==> config.mk <==
export PLATFORM = sky130hd
export DESIGN_NAME = mc_ctrl_flat
export DESIGN_NICKNAME = d
export VERILOG_FILES = /design/src/rtl/mc_ctrl_pkg.sv /design/src/rtl/mc_ctrl_if.sv /design/src/rtl/mc_ctrl_decode.sv /design/src/rtl/mc_ctrl.sv /design/src/flat_wrapper.sv
export SDC_FILE = /design/constraint.sdc
export NUM_CORES = 1
export LEC_CHECK = 0
export ABC_AREA = 1
export CAP_MARGIN = 10
export CORE_UTILIZATION = 53
export CTS_CLUSTER_SIZE = 8
export DETAILED_ROUTE_END_ITERATION = 8
export GPL_TIMING_DRIVEN = 0
export PLACE_DENSITY_LB_ADDON = 0.1
export SLEW_MARGIN = 20
export SYNTH_ARGS = -nofsm -noshare
export SYNTH_HDL_FRONTEND = slang
export SYNTH_SLANG_ARGS = --single-unit
==> constraint.sdc <==
create_clock -name clk -period 4.9 [get_ports clk]
set_clock_uncertainty 0.2 [all_clocks]
set_input_delay 0.98 -clock clk [delete_from_list [all_inputs] [get_ports clk]]
set_output_delay 0.98 -clock clk [all_outputs]
set_load 0.03 [all_outputs]
==> src/rtl/mc_ctrl_pkg.sv <==
// Shared MIPS control definitions: opcodes, functs, datapath select encodings
// and FSM state codes, also used by the ifu and the datapath top.
package mips_defs;

  localparam logic [5:0] OP_RTYPE = 6'h00;
  localparam logic [5:0] OP_J     = 6'h02;
  localparam logic [5:0] OP_JAL   = 6'h03;
  localparam logic [5:0] OP_BEQ   = 6'h04;
  localparam logic [5:0] OP_ORI   = 6'h0D;
  localparam logic [5:0] OP_LUI   = 6'h0F;
  localparam logic [5:0] OP_LW    = 6'h23;
  localparam logic [5:0] OP_SW    = 6'h2B;

  localparam logic [5:0] FN_JR    = 6'h08;
  localparam logic [5:0] FN_ADDU  = 6'h21;
  localparam logic [5:0] FN_SUBU  = 6'h23;

  typedef enum logic [2:0] {
    NPC_PC4 = 3'b000,
    NPC_BEQ = 3'b001,
    NPC_J   = 3'b010,
    NPC_JR  = 3'b011
  } npc_sel_e;

  typedef enum logic [1:0] {
    RD_RT = 2'b00,
    RD_RD = 2'b01,
    RD_RA = 2'b10
  } reg_dst_e;

  typedef enum logic [1:0] {
    WD_ALU  = 2'b00,
    WD_MEM  = 2'b01,
    WD_PCP4 = 2'b10
  } wd_sel_e;

  typedef enum logic [1:0] {
    EXT_ZERO = 2'b00,
    EXT_SIGN = 2'b01,
    EXT_LUI  = 2'b10
  } ext_op_e;

  typedef enum logic [1:0] {
    ALU_ADD = 2'b00,
    ALU_SUB = 2'b01,
    ALU_OR  = 2'b10
  } alu_op_e;

  typedef enum logic [2:0] {
    S_FETCH = 3'd0,
    S_DCD   = 3'd1,
    S_EXE   = 3'd2,
    S_MEM   = 3'd3,
    S_WB    = 3'd4
  } state_e;

endpackage

==> src/rtl/mc_ctrl_if.sv <==
// Controller <-> datapath bundle: IR fields and zero flag in, control strobes out.
interface mc_ctrl_if #(parameter int CNT_W = 32);
  logic [5:0]       op;
  logic [5:0]       funct;
  logic             zero;
  logic [2:0]       NpcSel;
  logic             PcWr;
  logic             IrWr;
  logic             RegWr;
  logic [1:0]       RegDst;
  logic [1:0]       WdSel;
  logic [1:0]       ExtOp;
  logic             AluSrc;
  logic [1:0]       AluOp;
  logic             MemWr;
  logic             illegal;
  logic [2:0]       state;
  logic [CNT_W-1:0] retired;

  modport master (
    input  op, funct, zero,
    output NpcSel, PcWr, IrWr, RegWr, RegDst, WdSel, ExtOp, AluSrc, AluOp,
           MemWr, illegal, state, retired
  );

  modport slave (
    output op, funct, zero,
    input  NpcSel, PcWr, IrWr, RegWr, RegDst, WdSel, ExtOp, AluSrc, AluOp,
           MemWr, illegal, state, retired
  );
endinterface

==> src/rtl/mc_ctrl_decode.sv <==
// Combinational op/funct to instruction-class decoder for the multi-cycle FSM.
module mc_decode
  import mips_defs::*;
(
  input  logic [5:0] op,
  input  logic [5:0] funct,
  output logic       is_r,
  output logic       is_addu,
  output logic       is_subu,
  output logic       is_jr,
  output logic       is_ori,
  output logic       is_lui,
  output logic       is_lw,
  output logic       is_sw,
  output logic       is_beq,
  output logic       is_j,
  output logic       is_jal,
  output logic       bad
);
  always_comb begin
    is_r    = (op == OP_RTYPE);
    is_addu = is_r && (funct == FN_ADDU);
    is_subu = is_r && (funct == FN_SUBU);
    is_jr   = is_r && (funct == FN_JR);
    is_ori  = (op == OP_ORI);
    is_lui  = (op == OP_LUI);
    is_lw   = (op == OP_LW);
    is_sw   = (op == OP_SW);
    is_beq  = (op == OP_BEQ);
    is_j    = (op == OP_J);
    is_jal  = (op == OP_JAL);
    bad     = !(is_addu || is_subu || is_jr || is_ori || is_lui || is_lw ||
                is_sw || is_beq || is_j || is_jal);
  end
endmodule

==> src/rtl/mc_ctrl.sv <==
// Multi-cycle MIPS control FSM: FETCH/DCD/EXE/MEM/WB with combinational
// strobes from state and IR fields, plus a retired-instruction counter.
module mc_ctrl
  import mips_defs::*;
#(
  parameter int CNT_W = 32
) (
  input  logic      clk,
  input  logic      rst,
  mc_ctrl_if.master bus
);
  logic is_r, is_addu, is_subu, is_jr, is_ori, is_lui;
  logic is_lw, is_sw, is_beq, is_j, is_jal, bad;

  state_e           state_q, state_d;
  logic [CNT_W-1:0] retired_q, retired_d;

  npc_sel_e npc_sel;
  reg_dst_e reg_dst;
  wd_sel_e  wd_sel;
  ext_op_e  ext_op;
  alu_op_e  alu_op;
  logic     pc_wr, ir_wr, reg_wr, mem_wr, alu_src, illegal;

  mc_decode u_decode (
    .op     (bus.op),
    .funct  (bus.funct),
    .is_r   (is_r),
    .is_addu(is_addu),
    .is_subu(is_subu),
    .is_jr  (is_jr),
    .is_ori (is_ori),
    .is_lui (is_lui),
    .is_lw  (is_lw),
    .is_sw  (is_sw),
    .is_beq (is_beq),
    .is_j   (is_j),
    .is_jal (is_jal),
    .bad    (bad)
  );

  always_ff @(posedge clk or posedge rst) begin
    if (rst) begin
      state_q   <= S_FETCH;
      retired_q <= '0;
    end else begin
      state_q   <= state_d;
      retired_q <= retired_d;
    end
  end

  always_comb begin
    state_d = S_FETCH;
    case (state_q)
      S_FETCH: state_d = S_DCD;
      S_DCD:   state_d = (bad || is_jr || is_j || is_jal) ? S_FETCH : S_EXE;
      S_EXE: begin
        if (is_beq)              state_d = S_FETCH;
        else if (is_lw || is_sw) state_d = S_MEM;
        else                     state_d = S_WB;
      end
      S_MEM:   state_d = is_lw ? S_WB : S_FETCH;
      default: state_d = S_FETCH;
    endcase
  end

  // Every strobe is forced low while rst is held, since FETCH would otherwise raise IrWr.
  always_comb begin
    npc_sel = NPC_PC4;
    reg_dst = RD_RT;
    wd_sel  = WD_ALU;
    ext_op  = EXT_ZERO;
    alu_op  = ALU_ADD;
    alu_src = 1'b0;
    pc_wr   = 1'b0;
    ir_wr   = 1'b0;
    reg_wr  = 1'b0;
    mem_wr  = 1'b0;
    illegal = 1'b0;
    if (!rst) begin
      case (state_q)
        S_FETCH: ir_wr = 1'b1;
        S_DCD: begin
          if (bad) begin
            illegal = 1'b1;
            pc_wr   = 1'b1;
          end else if (is_jr) begin
            pc_wr   = 1'b1;
            npc_sel = NPC_JR;
          end else if (is_j || is_jal) begin
            pc_wr   = 1'b1;
            npc_sel = NPC_J;
            if (is_jal) begin
              reg_wr  = 1'b1;
              reg_dst = RD_RA;
              wd_sel  = WD_PCP4;
            end
          end
        end
        S_EXE: begin
          alu_src = is_ori || is_lui || is_lw || is_sw;
          if (is_lui)              ext_op = EXT_LUI;
          else if (is_lw || is_sw) ext_op = EXT_SIGN;
          if (is_subu || is_beq)   alu_op = ALU_SUB;
          else if (is_ori)         alu_op = ALU_OR;
          if (is_beq) begin
            pc_wr   = 1'b1;
            npc_sel = NPC_BEQ;
          end
        end
        S_MEM: begin
          if (is_sw) begin
            mem_wr = 1'b1;
            pc_wr  = 1'b1;
          end
        end
        S_WB: begin
          reg_wr  = is_addu || is_subu || is_ori || is_lui || is_lw;
          pc_wr   = reg_wr;
          reg_dst = is_r ? RD_RD : RD_RT;
          wd_sel  = is_lw ? WD_MEM : WD_ALU;
        end
        default: ;
      endcase
    end
  end

  always_comb begin
    retired_d = retired_q;
    if (pc_wr && !illegal) retired_d = retired_q + 1'b1;
  end

  assign bus.NpcSel  = npc_sel;
  assign bus.PcWr    = pc_wr;
  assign bus.IrWr    = ir_wr;
  assign bus.RegWr   = reg_wr;
  assign bus.RegDst  = reg_dst;
  assign bus.WdSel   = wd_sel;
  assign bus.ExtOp   = ext_op;
  assign bus.AluSrc  = alu_src;
  assign bus.AluOp   = alu_op;
  assign bus.MemWr   = mem_wr;
  assign bus.illegal = illegal;
  assign bus.state   = state_q;
  assign bus.retired = retired_q;
endmodule

==> src/flat_wrapper.sv <==
// flat-port wrapper written by rule: the top's interface ports become plain ports
module mc_ctrl_flat import mips_defs::*;
#(
  parameter int CNT_W = 32
)
  (clk, rst, bus_op, bus_funct, bus_zero, bus_NpcSel, bus_PcWr, bus_IrWr, bus_RegWr, bus_RegDst, bus_WdSel, bus_ExtOp, bus_AluSrc, bus_AluOp, bus_MemWr, bus_illegal, bus_state, bus_retired);
  mc_ctrl_if #(.CNT_W(CNT_W)) bus_i ();
  input  logic clk;
  input  logic rst;
  input wire logic [$bits(bus_i.op)-1:0] bus_op;
  input wire logic [$bits(bus_i.funct)-1:0] bus_funct;
  input wire logic [$bits(bus_i.zero)-1:0] bus_zero;
  output wire logic [$bits(bus_i.NpcSel)-1:0] bus_NpcSel;
  output wire logic [$bits(bus_i.PcWr)-1:0] bus_PcWr;
  output wire logic [$bits(bus_i.IrWr)-1:0] bus_IrWr;
  output wire logic [$bits(bus_i.RegWr)-1:0] bus_RegWr;
  output wire logic [$bits(bus_i.RegDst)-1:0] bus_RegDst;
  output wire logic [$bits(bus_i.WdSel)-1:0] bus_WdSel;
  output wire logic [$bits(bus_i.ExtOp)-1:0] bus_ExtOp;
  output wire logic [$bits(bus_i.AluSrc)-1:0] bus_AluSrc;
  output wire logic [$bits(bus_i.AluOp)-1:0] bus_AluOp;
  output wire logic [$bits(bus_i.MemWr)-1:0] bus_MemWr;
  output wire logic [$bits(bus_i.illegal)-1:0] bus_illegal;
  output wire logic [$bits(bus_i.state)-1:0] bus_state;
  output wire logic [$bits(bus_i.retired)-1:0] bus_retired;
  assign bus_i.op = bus_op;
  assign bus_i.funct = bus_funct;
  assign bus_i.zero = bus_zero;
  assign bus_NpcSel = bus_i.NpcSel;
  assign bus_PcWr = bus_i.PcWr;
  assign bus_IrWr = bus_i.IrWr;
  assign bus_RegWr = bus_i.RegWr;
  assign bus_RegDst = bus_i.RegDst;
  assign bus_WdSel = bus_i.WdSel;
  assign bus_ExtOp = bus_i.ExtOp;
  assign bus_AluSrc = bus_i.AluSrc;
  assign bus_AluOp = bus_i.AluOp;
  assign bus_MemWr = bus_i.MemWr;
  assign bus_illegal = bus_i.illegal;
  assign bus_state = bus_i.state;
  assign bus_retired = bus_i.retired;
  mc_ctrl #(.CNT_W(CNT_W)) u_core (.clk(clk), .rst(rst), .bus(bus_i));
endmodule
==> results of run 1 <==
==> metrics by stage <==
stage          util [%]  power [mW]  hold slack [ps]  instance area (um^2)  setup slack [ps]
4_1_cts            72.9       0.929              337                  3440               269
3_5_place_dp       70.8       0.695              317                  3340               265
3_3_place_gp       70.8       0.688              312                  3340               333
2_1_floorplan         -       0.572              473                  2620              1420
5_1_grt            72.9       0.965              366                  3440              73.8
6_report           72.9       0.923              334                  3440               270
==> flip-flops by register name (all words and copies together) (netlist names) <==
signal / count
u_core.bus.state: 3
u_core.bus.retired: 32
==> cell type report <==
type                            count  area [um^2]
Timing Repair Buffer               64          641
Fill cell                         403         1280
Multi-Input combinational cell    314         1540
Buffer                             17          104
Tap cell                           67         83.8
Clock buffer                        8          100
Sequential cell                    35          876
Inverter                           26         97.6
==> kinds of logic after synthesis <==
kind of cell | count (synthesis)
xor+xnor | 28
buf+inv | 43
fa+ha+maj | 1
flops | 35
compound gates | 6
simple gates | 278
other cells | 1
==> cells in the mapped netlist (all sizes together), types with 2 or more instances <==
cell      n
nand2   137
clkbuf    4
nor2     60
inv      25
dfrtp    35
buf      13
nor3     16
nand4    42
xor2     19
xnor2     9
or2       2
nand3    18
a21oi     4
==> power by group <==
| group | internal, mW | switching, mW | total [mW] | leakage (nW) |
|---|---|---|---|---|
| Clock | 0.128 | 0.106 | 0.235 | 0.0515 |
| Sequential | 0.307 | 0.0246 | 0.331 | 0.482 |
| Combinational | 0.119 | 0.239 | 0.357 | 1.02 |
==> worst paths after layout <==
path	startpoint	end	cells after the start	slack [ps]
min reg2reg	u_core.bus.retired[28]$_DFFE_PP0P_	u_core.bus.retired[28]$_DFFE_PP0P_	2	330
max in group asynchronous	rst	u_core.bus.retired[18]$_DFFE_PP0P_	3	2430
max reg2reg	u_core.bus.retired[0]$_DFFE_PP0P_	u_core.bus.retired[30]$_DFFE_PP0P_	7	2680
min	u_core.bus.retired[28]$_DFFE_PP0P_	u_core.bus.retired[28]$_DFFE_PP0P_	2	330
min in group asynchronous	rst	u_core.bus.retired[31]$_DFFE_PP0P_	3	1490
max	bus_op[4]	bus_illegal	13	270
==> routing by layer <==
layer  track usage, %  vias up  share of wire [%]
met5                0        -                  0
met4             8.93        0                2.1
met3             4.72       15                5.5
met2             45.9       98                 45
met1             38.8     1290                 47
li1                 -     1422                  -
==> worst register-to-register path: cells and delay by family, from the launching register on <==
family	cells	cell delay [ps]
adders and majority gates	1	230
DFF	1	420
and+or+nand+nor	6	1310
==> impl_metrics.py, run 1 <==
metrics = {
    "timing": {
        "final.setup.tns_ps": 0,
        "maxSlewViolCount": 0,
        "slew-limit-headroom_pct": 37.3,
        "finalSetupViolCount": 0,
        "fmax_mhz": 216,
        "fin_crit_sh_pct": 94.5,
        "period_needed_ps": 4630,
        "worstMarginPinSlew_ps": 940,
        "rsz0062_at_grt": "no",
        "finalHoldViolations": 0,
    },
    "floorplanning": {
        "start_util_pct": 55.4,
        "num_rows": 25,
        "io_pins": 67,
        "die_area_um2": 5220,
        "die_w_um": 72.3,
        "coreArea_um2": 4720,
        "die_h_um": 72.3,
    },
    "power": {
        "powerDensity_nw_per_um2": 268,
        "p_leak_nw": 1.55,
        "worst_ir_drop_vdd_uv": 158,
    },
    "clock_tree": {
        "cts_sinks": 35,
        "clk_path_buf_depth": 2,
        "clockRootBuffer": "clkbuf_8",
        "cts_resized": 0,
        "numCtsBuffers": 5,
        "postCtsHoldBufs": 0,
        "cts_tree": "done",
        "post_cts_buffers": 0,
        "insertion_delay_ps": 280,
        "clkTransAtPathRegs_ps": 70,
        "h-tree-depth": 2,
    },
    "logic_synthesis": {
        "yosys_warnings": 0,
        "muxShareOfSynthArea_pct": 0,
        "synth_top_area_cell": "dfrtp_1",
        "netlist_instances": 392,
        "ys_ff_latch": 35,
        "synth_top_area_share_pct": 33.5,
        "synth_cell_type_count": 29,
        "avgSynthCellArea_um2": 6.68,
        "synth.top_cells.by_area": "dfrtp_1 33%, nand2_1 19%, nand4_1 10%, nor2_1 7.9%, xor2_1 6.4%",
        "synthArstFlopShare_pct": 100,
        "synth_top_flop_cell": "dfrtp_1",
        "synth_fp_nets": 408,
        "synth_edf_count": 0,
        "synth_xor_area_share_pct": 9.37,
        "synth_compound_area_share_pct": 1.29,
        "yosys.area_share.simple_pct": 47.6,
        "synth_fa_ha_area_share_pct": 0.478,
        "synth_top_family_by_area": "simple AND/OR/NAND/NOR gates",
        "synthesis.area_um2": 2620,
        "yosysSeqAreaShare_pct": 33.5,
    },
    "final_layout": {
        "final_cell_mix": "133 x nand2_1, 64 x clkdlybuf4s50_1, 55 x nor2_1, 42 x nand4_1, 35 x dfrtp_1",
        "layout_commonest_cell": "nand2_1",
        "drive_gt1_share_pct": 6.90,
        "area_growth_pct": 31.5,
        "fin_nets": 479,
        "n_antenna_cell": 0,
        "stdcell_count": 531,
    },
    "global_routing": {
        "grt_max_degree": 45,
        "grt_pass1_vias": 2472,
        "track_usage_pct": 28.4,
        "overflow": 0,
        "antenna_found_initial": 0,
        "grt_pass1_wl_um": 11700,
    },
    "critical_path": {
        "worstPathArrival_ps": 3450,
        "max_stage_delay_ps": 680,
        "crit_path_end_kind": "primary output",
        "critPathKind": "primary input to primary output",
        "crit_chain": "clkdlybuf4s50_1 -> nor2_2 -> nand2_1 -> nor2_2 -> nand2_1 -> nand2_1 -> nor2_2 -> nand2_2 -> nor2_1 -> nand2_2 -> buf_2 -> nor2_1 -> clkdlybuf4s50_1",
        "path_buf_inv": 3,
        "cp-start-kind": "primary input",
        "worst_ep_required_time_ps": 3720,
        "worst-path-max-fanout": 10,
        "cp_top_family": "buffers and inverters",
        "crit_path_top_delay_cell": "clkdlybuf4s50_1",
    },
    "routing": {
        "drt_iter0_drc": 169,
        "dr_total_vias": 2825,
        "drt-total-wl_um": 7040,
        "drt-vias-per-instance": 5.32,
        "drc": 0,
        "dr.pass1.iters": 4,
        "wl_per_cell_um": 13.2,
        "final_antenna_net_count": 0,
    },
    "place": {
        "gp_congestion": 0.917,
        "dpl.cell_count": 523,
        "io_buffers": 64,
        "dp_hpwl_um": 5310,
    },
    "outcome": {
        "status": "finished, final reports clean",
    },
    "worst_hold_path": {
        "min-delay-path-class": "flop to flop",
    },
    "flow_run": {
        "cap_viol_max_count": 0,
    },
}
Note: power is estimated with default switching activity, not from simulation.
==> inputs of run 2 (changes only) <==
Settings changed: CORE_UTILIZATION 53 to 55, DONT_BUFFER_PORTS set to 1.
==> run 2 against run 1 <==
Compared with the run above: the flow now finishes with violations (design-rule violations); count of clock-buffer cells in the layout decreased by 1; fmax increased by 26%; clock power decreased by 14%; sequential power increased by 11%; non-clock buffer count decreased by 64; first-iteration DRC count decreased by 24%; core utilization decreased by 11 points; combinational power decreased by 29%; setup slack improved by 960 ps; die area decreased by 3.5%; critical path depth decreased by 6; flip-flop and latch count unchanged; critical endpoint is now bus_PcWr; largest power group is now registers; highest routed layer unchanged.
==> impl_metrics.py, run 2 (synthesis results as in run 1) <==
metrics = {
    "outcome": {
        "status": "finished, violations left",
        "violations": "design-rule violations",
    },
    "timing": {
        "finalHoldViolations": 0,
        "worstMarginPinSlew_ps": 910,
        "fin_crit_sh_pct": 74.9,
        "maxSlewViolCount": 0,
        "fmax_mhz": 273,
        "finalSetupViolCount": 0,
        "rsz0062_at_grt": "no",
        "slew-limit-headroom_pct": 39.3,
        "final.setup.tns_ps": 0,
        "period_needed_ps": 3670,
    },
    "clock_tree": {
        "numCtsBuffers": 5,
        "h-tree-depth": 2,
        "insertion_delay_ps": 290,
        "post_cts_buffers": 0,
        "clk_path_buf_depth": 2,
        "cts_resized": 0,
        "clockRootBuffer": "clkbuf_8",
        "cts_sinks": 35,
        "clkTransAtPathRegs_ps": 70,
        "cts_tree": "done",
        "postCtsHoldBufs": 0,
    },
    "place": {
        "io_buffers": 0,
        "dpl_cell_area_um2": 2680,
        "dpl.cell_count": 444,
        "dp_hpwl_um": 4820,
        "gp_congestion": 0.910,
    },
    "critical_path": {
        "crit_path_end_kind": "primary output",
        "worstPathArrival_ps": 2490,
        "worst_ep_required_time_ps": 3720,
        "cp-start-kind": "primary input",
        "r2r_cells": 8,
        "worst-path-max-fanout": 4,
        "critPathKind": "primary input to primary output",
    },
    "final_layout": {
        "largest_reg_flops": 32,
        "drive_gt1_share_pct": 7.75,
        "final_cell_mix": "133 x nand2_1, 55 x nor2_1, 42 x nand4_1, 35 x dfrtp_1, 24 x inv_1",
        "finalInstanceArea_um2": 2760,
        "area_growth_pct": 5.59,
        "seq_area_um2": 876,
        "n_antenna_cell": 0,
        "stdcell_count": 452,
        "fin_nets": 415,
        "multi_input_area_um2": 1540,
        "nFillCells": 427,
        "layout_commonest_cell": "nand2_1",
        "fin_util_pct": 61.8,
    },
    "global_routing": {
        "grt_max_degree": 45,
        "antenna_found_initial": 0,
        "grt_pass1_wl_um": 10500,
        "grt_pass1_vias": 2209,
        "track_usage_pct": 26.4,
        "overflow": 0,
    },
    "floorplanning": {
        "die_area_um2": 5040,
        "num_rows": 24,
        "die_w_um": 71.0,
        "start_util_pct": 58.5,
        "die_h_um": 71.0,
        "coreArea_um2": 4470,
        "io_pins": 67,
    },
    "power": {
        "powerDensity_nw_per_um2": 298,
        "worst_ir_drop_vdd_uv": 130,
        "p_leak_nw": 1.32,
    },
    "routing": {
        "wl_per_cell_um": 13.8,
        "drt-vias-per-instance": 5.50,
        "dr_total_vias": 2484,
        "drt_iter0_drc": 129,
        "drt-total-wl_um": 6220,
        "drc": 3,
        "final_antenna_net_count": 0,
        "dr.pass1.iters": 6,
    },
    "worst_hold_path": {
        "hold_depth": 2,
        "min-delay-path-class": "flop to flop",
    },
    "flow_run": {
        "cap_viol_max_count": 0,
    },
}
[run 2: final timing paths]
kind | startpoint | end | slack (ps)
setup / recovery | bus_op[3] | bus_PcWr | 1230
hold / removal | u_core.bus.retired[31]$_DFFE_PP0P_ | u_core.bus.retired[31]$_DFFE_PP0P_ | 510
setup reg to reg | u_core.bus.retired[0]$_DFFE_PP0P_ | u_core.bus.retired[24]$_DFFE_PP0P_ | 2530
hold reg to reg | u_core.bus.retired[31]$_DFFE_PP0P_ | u_core.bus.retired[31]$_DFFE_PP0P_ | 510
max in group asynchronous | rst | u_core.bus.retired[11]$_DFFE_PP0P_ | 3080
min in group asynchronous | rst | u_core.bus.retired[25]$_DFFE_PP0P_ | 850
[run 2: power by group]
group	switching, mW	internal (mW)
sequential	0.0613	0.306
clock	0.103	0.0997
combinational	0.185	0.0695
total	0.349	0.475
[run 2: final cells by class]
type                            instances  area share [%]
Buffer                                 17            3.76
Clock buffer                            7            2.76
Clock inverter                          1           0.181
Inverter                               26            3.53
Multi-Input combinational cell        314            55.7
Sequential cell                        35            31.7
Tap cell                               52            2.35
[run 2: through the flow]
stage / total power, mW / setup slack [ps] / hold WS [ps]
6_report: 0.824 / 1230 / 514
5_1_grt: 0.877 / 1050 / 549
2_1_floorplan: 0.572 / 1420 / 473
3_3_place_gp: 0.624 / 1260 / 497
4_1_cts: 0.831 / 1240 / 515
3_5_place_dp: 0.630 / 1240 / 505
[run 2: critical path, cell delays in order]
cell,delay (ps)
nor2_1,150
inv_2,80
nor4_1,380
nor2_1,130
nand2_1,90
nand2_1,90
a21oi_1,580
[run 2: per-layer routing]
metal	up-vias	global-route usage, %	part of all wire, %
met5	-	0	0
met1	1108	37.1	49
met3	11	6.41	5.9
met2	79	40.1	44
li1	1286	-	-
met4	0	8.89	1.9
==> inputs of run 3 (changes only) <==
Clock period 4.9 ns to 3.7 ns, I/O delays scaled along.
==> results of run 3 <==
The final DEF is identical to that of run 2. Status: finished, violations left: design-rule violations.
Main changes from that run: setup slack after placement 1240 ps -> 521 ps; setup slack after layout 1230 ps -> 393 ps; hold slack 514 ps -> 450 ps; start point of the critical path bus_op[3] -> u_core.bus.state[0]$_DFF_PP0_; end point of the critical path bus_PcWr -> bus_WdSel[1]; register-to-register setup slack 2530 ps -> 1330 ps; end point of the worst hold path u_core.bus.retired[31]$_DFFE_PP0P_ -> u_core.bus.state[2]$_DFF_PP0_; total power 0.824 mW -> 1.09 mW; worst IR drop on VDD 130 uV -> 173 uV
